`src/rtl/regfile_write_scheduler.sv`:
```
// rtl/regfile_write_scheduler.sv - round-robin write-port scheduler with per-register pending-write scoreboard
module regfile_write_scheduler #(
    parameter int DATA_WIDTH    = 32,
    parameter int REG_NUM_WIDTH = 5
) (
    input  logic                     clk,
    input  logic                     rst,
    input  logic                     aluValid,
    input  logic [REG_NUM_WIDTH-1:0] aluNum,
    input  logic [DATA_WIDTH-1:0]    aluData,
    output logic                     aluReady,
    input  logic                     memValid,
    input  logic [REG_NUM_WIDTH-1:0] memNum,
    input  logic [DATA_WIDTH-1:0]    memData,
    output logic                     memReady,
    output logic [DATA_WIDTH-1:0]    wrData,
    output logic [REG_NUM_WIDTH-1:0] wrNum,
    output logic                     regWrite,
    input  logic                     issueValid,
    input  logic [REG_NUM_WIDTH-1:0] issueNum,
    input  logic                     flush,
    input  logic [REG_NUM_WIDTH-1:0] queryNumA,
    input  logic [REG_NUM_WIDTH-1:0] queryNumB,
    output logic                     busyA,
    output logic                     busyB
);

    localparam int REG_COUNT = 1 << REG_NUM_WIDTH;

    // prio: 0 gives the ALU the win on contention, 1 gives the load path the win
    logic                     prio_q, prio_d;
    logic [DATA_WIDTH-1:0]    wr_data_q, wr_data_d;
    logic [REG_NUM_WIDTH-1:0] wr_num_q, wr_num_d;
    logic                     reg_write_q, reg_write_d;
    logic [REG_COUNT-1:0]     busy_q, busy_d;

    logic alu_grant;
    logic mem_grant;

    // Arbitration depends only on valids, the pointer and reset, never on the output stage
    always_comb begin
        alu_grant = rst && aluValid && (!memValid || !prio_q);
        mem_grant = rst && memValid && (!aluValid || prio_q);
    end

    assign aluReady = alu_grant;
    assign memReady = mem_grant;

    // Output stage and priority pointer: load the winner, drop writes aimed at r0
    always_comb begin
        prio_d      = prio_q;
        wr_data_d   = wr_data_q;
        wr_num_d    = wr_num_q;
        reg_write_d = 1'b0;
        if (alu_grant) begin
            prio_d      = 1'b1;
            wr_data_d   = aluData;
            wr_num_d    = aluNum;
            reg_write_d = (aluNum != '0);
        end else if (mem_grant) begin
            prio_d      = 1'b0;
            wr_data_d   = memData;
            wr_num_d    = memNum;
            reg_write_d = (memNum != '0);
        end
    end

    // Scoreboard: commit clears, issue sets (set wins on collision), flush clears everything
    always_comb begin
        busy_d = busy_q;
        if (reg_write_q) begin
            busy_d[wr_num_q] = 1'b0;
        end
        if (issueValid && (issueNum != '0)) begin
            busy_d[issueNum] = 1'b1;
        end
        if (flush) begin
            busy_d = '0;
        end
        busy_d[0] = 1'b0;
    end

    // State registers; reset discards any write sitting in the output stage
    always_ff @(posedge clk or negedge rst) begin
        if (!rst) begin
            prio_q      <= 1'b0;
            wr_data_q   <= '0;
            wr_num_q    <= '0;
            reg_write_q <= 1'b0;
            busy_q      <= '0;
        end else begin
            prio_q      <= prio_d;
            wr_data_q   <= wr_data_d;
            wr_num_q    <= wr_num_d;
            reg_write_q <= reg_write_d;
            busy_q      <= busy_d;
        end
    end

    assign wrData   = wr_data_q;
    assign wrNum    = wr_num_q;
    assign regWrite = reg_write_q;

    // busy_q[0] is held at zero, so a query of r0 reads back 0
    assign busyA = busy_q[queryNumA];
    assign busyB = busy_q[queryNumB];

endmodule

```
`config.mk`:
```
export PLATFORM = sky130hd
export DESIGN_NAME = regfile_write_scheduler
export DESIGN_NICKNAME = d
export VERILOG_FILES = /design/src/rtl/regfile_write_scheduler.sv
export SDC_FILE = /design/constraint.sdc
export NUM_CORES = 1
export LEC_CHECK = 0
export BUFFER_PORTS_ARGS = -buffer_cell sky130_fd_sc_hd__buf_2
export CORE_MARGIN = 3
export CORE_UTILIZATION = 41
export CTS_CLUSTER_SIZE = 24
export DETAILED_ROUTE_END_ITERATION = 10
export PLACE_DENSITY = 0.68
export SYNTH_ARGS = -nofsm -noshare
export SYNTH_HDL_FRONTEND = slang
export SYNTH_SLANG_ARGS = --single-unit
```
`constraint.sdc`:
```
create_clock -name clk -period 4.2 [get_ports clk]
set_clock_uncertainty 0.15 [all_clocks]
set_input_delay 0 -clock clk [delete_from_list [all_inputs] [get_ports clk]]
set_output_delay 0 -clock clk [all_outputs]
set_load 0.02 [all_outputs]
```
# ---- Yosys cells after proc, flatten, opt, wreduce, memory -nomap -nowiden
# Index checks and enable logic that the tools add are counted.
dict set report classes {
  reduce_logical 16
  bitwise 3
  n_mux 19
  magnitude_cmp 6
}
# operator n
set op_table {}
lappend op_table {{$mux W32} 5}
lappend op_table {{$and A32 B32 Y32} 1}
lappend op_table {{$not A32 Y32} 1}
lappend op_table {{$or A32 B32 Y32} 1}
lappend op_table {{$lt A5 B6 Y1 const B} 4}
lappend op_table {{$reduce_bool A5 Y1} 3}
lappend op_table {{$bmux W1 S5} 2}
lappend op_table {{$demux W1 S5} 2}
lappend op_table {{$ge A5 B1 Y1 const B} 2}
lappend op_table {{$mux W5} 2}
lappend op_table {{$mux W1} 8}
lappend op_table {{$logic_and A1 B1 Y1} 7}
lappend op_table {{$logic_not A1 Y1} 3}
lappend op_table {{$logic_or A1 B1 Y1} 2}
lappend op_table {{$reduce_bool A2 Y1} 1}
dict set report word_totals {
  output_inout_bits 42
  input_bits 95
  reg_bits 70
  elab_cells 49
}

# ---- Logic depth before layout (Yosys ltp)
dict set report logic_depth {
  word_depth 10
  mapped_depth 6
  ltp_nobuf 4
}

# ---- Worst setup path after synthesis
# OpenSTA, ideal clock, no wires.
dict set report synth_path {
  kind {reg2reg}
  from {register wr_num_q[4] (netlist: wrNum[4])}
  to {register busy_q[19]}
  path_stages_with_launch 5
  setup_ns 0.136
  synth_period_minus_slack_ns 1.663
  required_ns 3.914
  arrival_ns 1.377
  setup_slack_ns 2.537
  path_buffers 1
  path_cell_list {dfrtp_1 clkbuf_1 or3b_2 o21ai_0 a21oi_1}
}
dict set report synth_via {
  elab_chain_len 10
  elab_cells_between_ends 11
  cone_classes {order compare: 2; mux: 5; bitwise: 3; reduce/logical: 1}
}
# item line_no
set synth_lines {}
lappend synth_lines {{from (decl)} 33} ;# logic [REG_NUM_WIDTH-1:0] wr_num_q, wr_num_d;
lappend synth_lines {{from (signal assigned)} 94} ;# wr_num_q <= wr_num_d;
lappend synth_lines {{$lt A5 B6 Y1 (implied by the code) / $ge A5 B1 Y1 (equally long branches)} 72} ;# busy_d[wr_num_q] = 1'b0;
lappend synth_lines {{$logic_and A1 B1 Y1 (implied by the code)} 72}
lappend synth_lines {{$mux W1 (implied by the code)} 72}
lappend synth_lines {{$demux W1 S5 (*)} 72}
lappend synth_lines {{$not A32 Y32 (no source line) (*)} n/a}
lappend synth_lines {{$and A32 B32 Y32 (no source line) (*)} n/a}
lappend synth_lines {{$mux W32 (*)} 71} ;# if (reg_write_q) begin
lappend synth_lines {{$or A32 B32 Y32 (no source line)} n/a}
lappend synth_lines {{$mux W32 (*)} 74} ;# if (issueValid && (issueNum != '0)) begin
lappend synth_lines {{$mux W32 (*)} 77} ;# if (flush) begin
lappend synth_lines {{named net busy_d[19]} 35} ;# logic [REG_COUNT-1:0] busy_q, busy_d;
lappend synth_lines {{to (signal assigned)} 96} ;# busy_q <= busy_d;
lappend synth_lines {{to (decl)} 35}
# Mark *: on every way through the listed nets, which the timed path passes. The rest lies on a longest branch.
# A chain may end at the register's enable or synchronous reset.

# ---- Worst setup path after layout
dict set report layout_path {
  from {input port rst}
  to {register reg_write_q (netlist: regWrite)}
}
dict set report layout_via {
  elab_chain_len 4
  elab_cells_between_ends 6
  cone_classes {mux: 2; reduce/logical: 4}
}
# item line_no
set layout_lines {}
lappend layout_lines {{from (decl)} 7} ;# input logic rst,
lappend layout_lines {{$logic_and A1 B1 Y1 (2 in a row)} 43} ;# mem_grant = rst && memValid && (!aluValid || prio_q);
lappend layout_lines {{$mux W1} 60} ;# end else if (mem_grant) begin
lappend layout_lines {{$mux W1 (*)} 55} ;# if (alu_grant) begin
lappend layout_lines {{named net reg_write_d} 34} ;# logic reg_write_q, reg_write_d;
lappend layout_lines {{to (signal assigned)} 95} ;# reg_write_q <= reg_write_d;
lappend layout_lines {{to (decl)} 34}
# Marked as above.

==> metrics <==
routed wire length 13.4 mm; syn_nets 503; routed len/inst 18.2 um; WHS 43.4 ps; Post-Place Cells 630; clock sinks 70; global route overflow 0; synthesized area per cell 9.27 sq um; first-pass GRT wire length 21.2 mm; RSZ-0062 raised after global routing false; dominant synthesized flop cell dfrtp_1; clock latency on the worst-skew pair 340 ps; Least-Margin Pin Slew between 900 and 1000 ps; Mapped Area 3780 sq um; Post-synth ARST share 1.00; maximum vdd ir drop about 0.21 mV; sequential-to-total area share from yosys stat 0.463; DRC 0; antenna cells 0; part of the cycle the worst path needs 0.736; dpl cell area 4530 sq um; post-route cell area 5630 sq um; total track usage 0.262; area growth from synthesis to layout 48.9%; worst path required time 4330 ps; CTS tree built; HP Class input port to flip-flop; fin cells 736; clock-pin transition on the worst setup and hold timing paths 80 ps; Slew Viols, Final 0; HPWL after detailed placement 7.92 mm; Max clock buf depth 2; max-cap check violation count 0; Post-synth EDFFs 0; initial antenna violation count 0; YS warnings 0; PostCTS Resize Cnt 0; die span in x 102 um; Final Hold Vio Count 0; initial core utilization 0.427; Max Fclk 324 MHz; minimum clock period 3090 ps; routability cong. 0.851; total CTS buffers 9; clock root cell clkbuf_8; static leakage 2.80 nW; Die ar. 10400 sq um; Vert. Die Dim a little over 100 um; most frequent cells in the layout 135 x buf_2, 90 x dlygate4sd3_1, 75 x nand2_1, 70 x dfrtp_1, 69 x o21ai_0; 1st-iter DRT viols 206; largest net degree at the start of global routing 75; via count 4220; num rows 34; drt via density between 5 and 6; layout cells sized above 1 0.261; leading cell type in the layout, fill and taps excluded buf_2; # setup viols final 0; PwrDens 320 nW/um^2; I/O pin cnt 137; critical setup path kind input port to flip-flop; Final #Nets 718; number of synthesized register bits 70; outcome complete, no violations; vias in the first global route 4257; Port-buffer cells 136; CP endpoint kind flip-flop; final total negative setup slack 0 ps; Worst Path Max Fanout 74; Post-CTS Setup Bufs 0; Distinct cells, synth 30; DRT Pass-1 Iters 5; H-tree Lvls 3; slew margin rel. 0.348; Hold Buf Count CTS 90; antenna viol nets, final 0; WP data arrival 3220 ps; Worst Setup Start Kind input port; core area 8850 sq um; Synth Instances roughly 410
-- cells in the mapped netlist (2+ instances only) --
master     number  area [sq um]
nor2_1          9          33.8
nand2_1        75           282
nand3b_1        5          37.5
and3_1          2          12.5
mux4_2          6           135
a211oi_1        2          15.0
o21ai_0        69           345
mux2i_1        54           541
nand4_1         2          12.5
buf_2           6          30.0
buf_4           2          15.0
inv_1           6          22.5
o211ai_1        2          15.0
dfrtp_1        70          1750
clkbuf_1       17          63.8
nand3_1        11          55.1
nand2b_1        4          25.0
and3b_1         3          26.3
or4_1           2          15.0
a22oi_1         4          30.0
or3b_2          2          17.5
a21oi_1        40           200
nor3b_1         4          30.0
o2111ai_1       2          17.5
nor2b_1         4          25.0
-- cell families after synthesis --
logic type,share of synthesized area
buf+inv,0.0347
compound gates,0.169
flops,0.463
mux,0.179
simple gates,0.154
-- registers in the layout (all words and copies together) (netlist names) --
signal / cells
wrData: 32
busy_q: 31
wrNum: 5
prio_q: 1
regWrite: 1
-- final cells by class --
class                   count  area (sq um)
repair buffers            229          1610
flip-flops and latches     70          1750
inverters                   6          22.5
well taps                 108           135
fillers                   673          3220
clock inverters             4          45.0
multi-input cells         307          1920
clock buffers              12           155
-- worst max-delay path: stages --
cell	delay, ps
dlygate4sd3_1	520
buf_4	110
buf_4	700
nand2_1	120
a21oi_1	350
o21ai_0	130
dlygate4sd3_1	570
o21ai_0	110
dlygate4sd3_1	580
-- metrics by stage --
stage / power (W) / setup WS, ps / util
floorplan: 0.000987 / 2540 / -
global placement: 0.00114 / 2120 / 0.512
detailed placement: 0.00115 / 2040 / 0.512
CTS: 0.00178 / 1170 / 0.636
global route: 0.00188 / 902 / 0.636
finish: 0.00180 / 1110 / 0.636
-- power breakdown --
group | total (W) | internal [W] | switching [W] | leakage (nW)
clock | 0.000560 | 0.000304 | 0.000255 | 0.106
combinational | 0.000464 | 0.000205 | 0.000260 | 1.78
sequential | 0.000778 | 0.000729 | 0.0000490 | 0.908
total | 0.00180 | 0.00124 | 0.000564 | 2.80
-- metal layers --
metal	vias up	part of all wire	global-route usage
li1	1885	-	-
met1	2059	0.37	0.319
met2	236	0.52	0.450
met3	40	0.086	0.0676
met4	0	0.031	0.0928
met5	-	0	0
-- final timing paths --
kind | endpoint | start | slack [ps] | cells past startpoint
worst min-delay path | busy_q[10] | issueValid | 40 | 5
max in group asynchronous | busy_q[5] | rst | 2990 | 3
worst max-delay path | regWrite | rst | 1110 | 9
min in group asynchronous | wrData[7] | rst | 280 | 3
worst max register to register | wrData[19] | prio_q | 1460 | 6
worst min register to register | wrData[28] | wrData[28] | 340 | 2
Note: power is estimated with default switching activity, not from simulation.
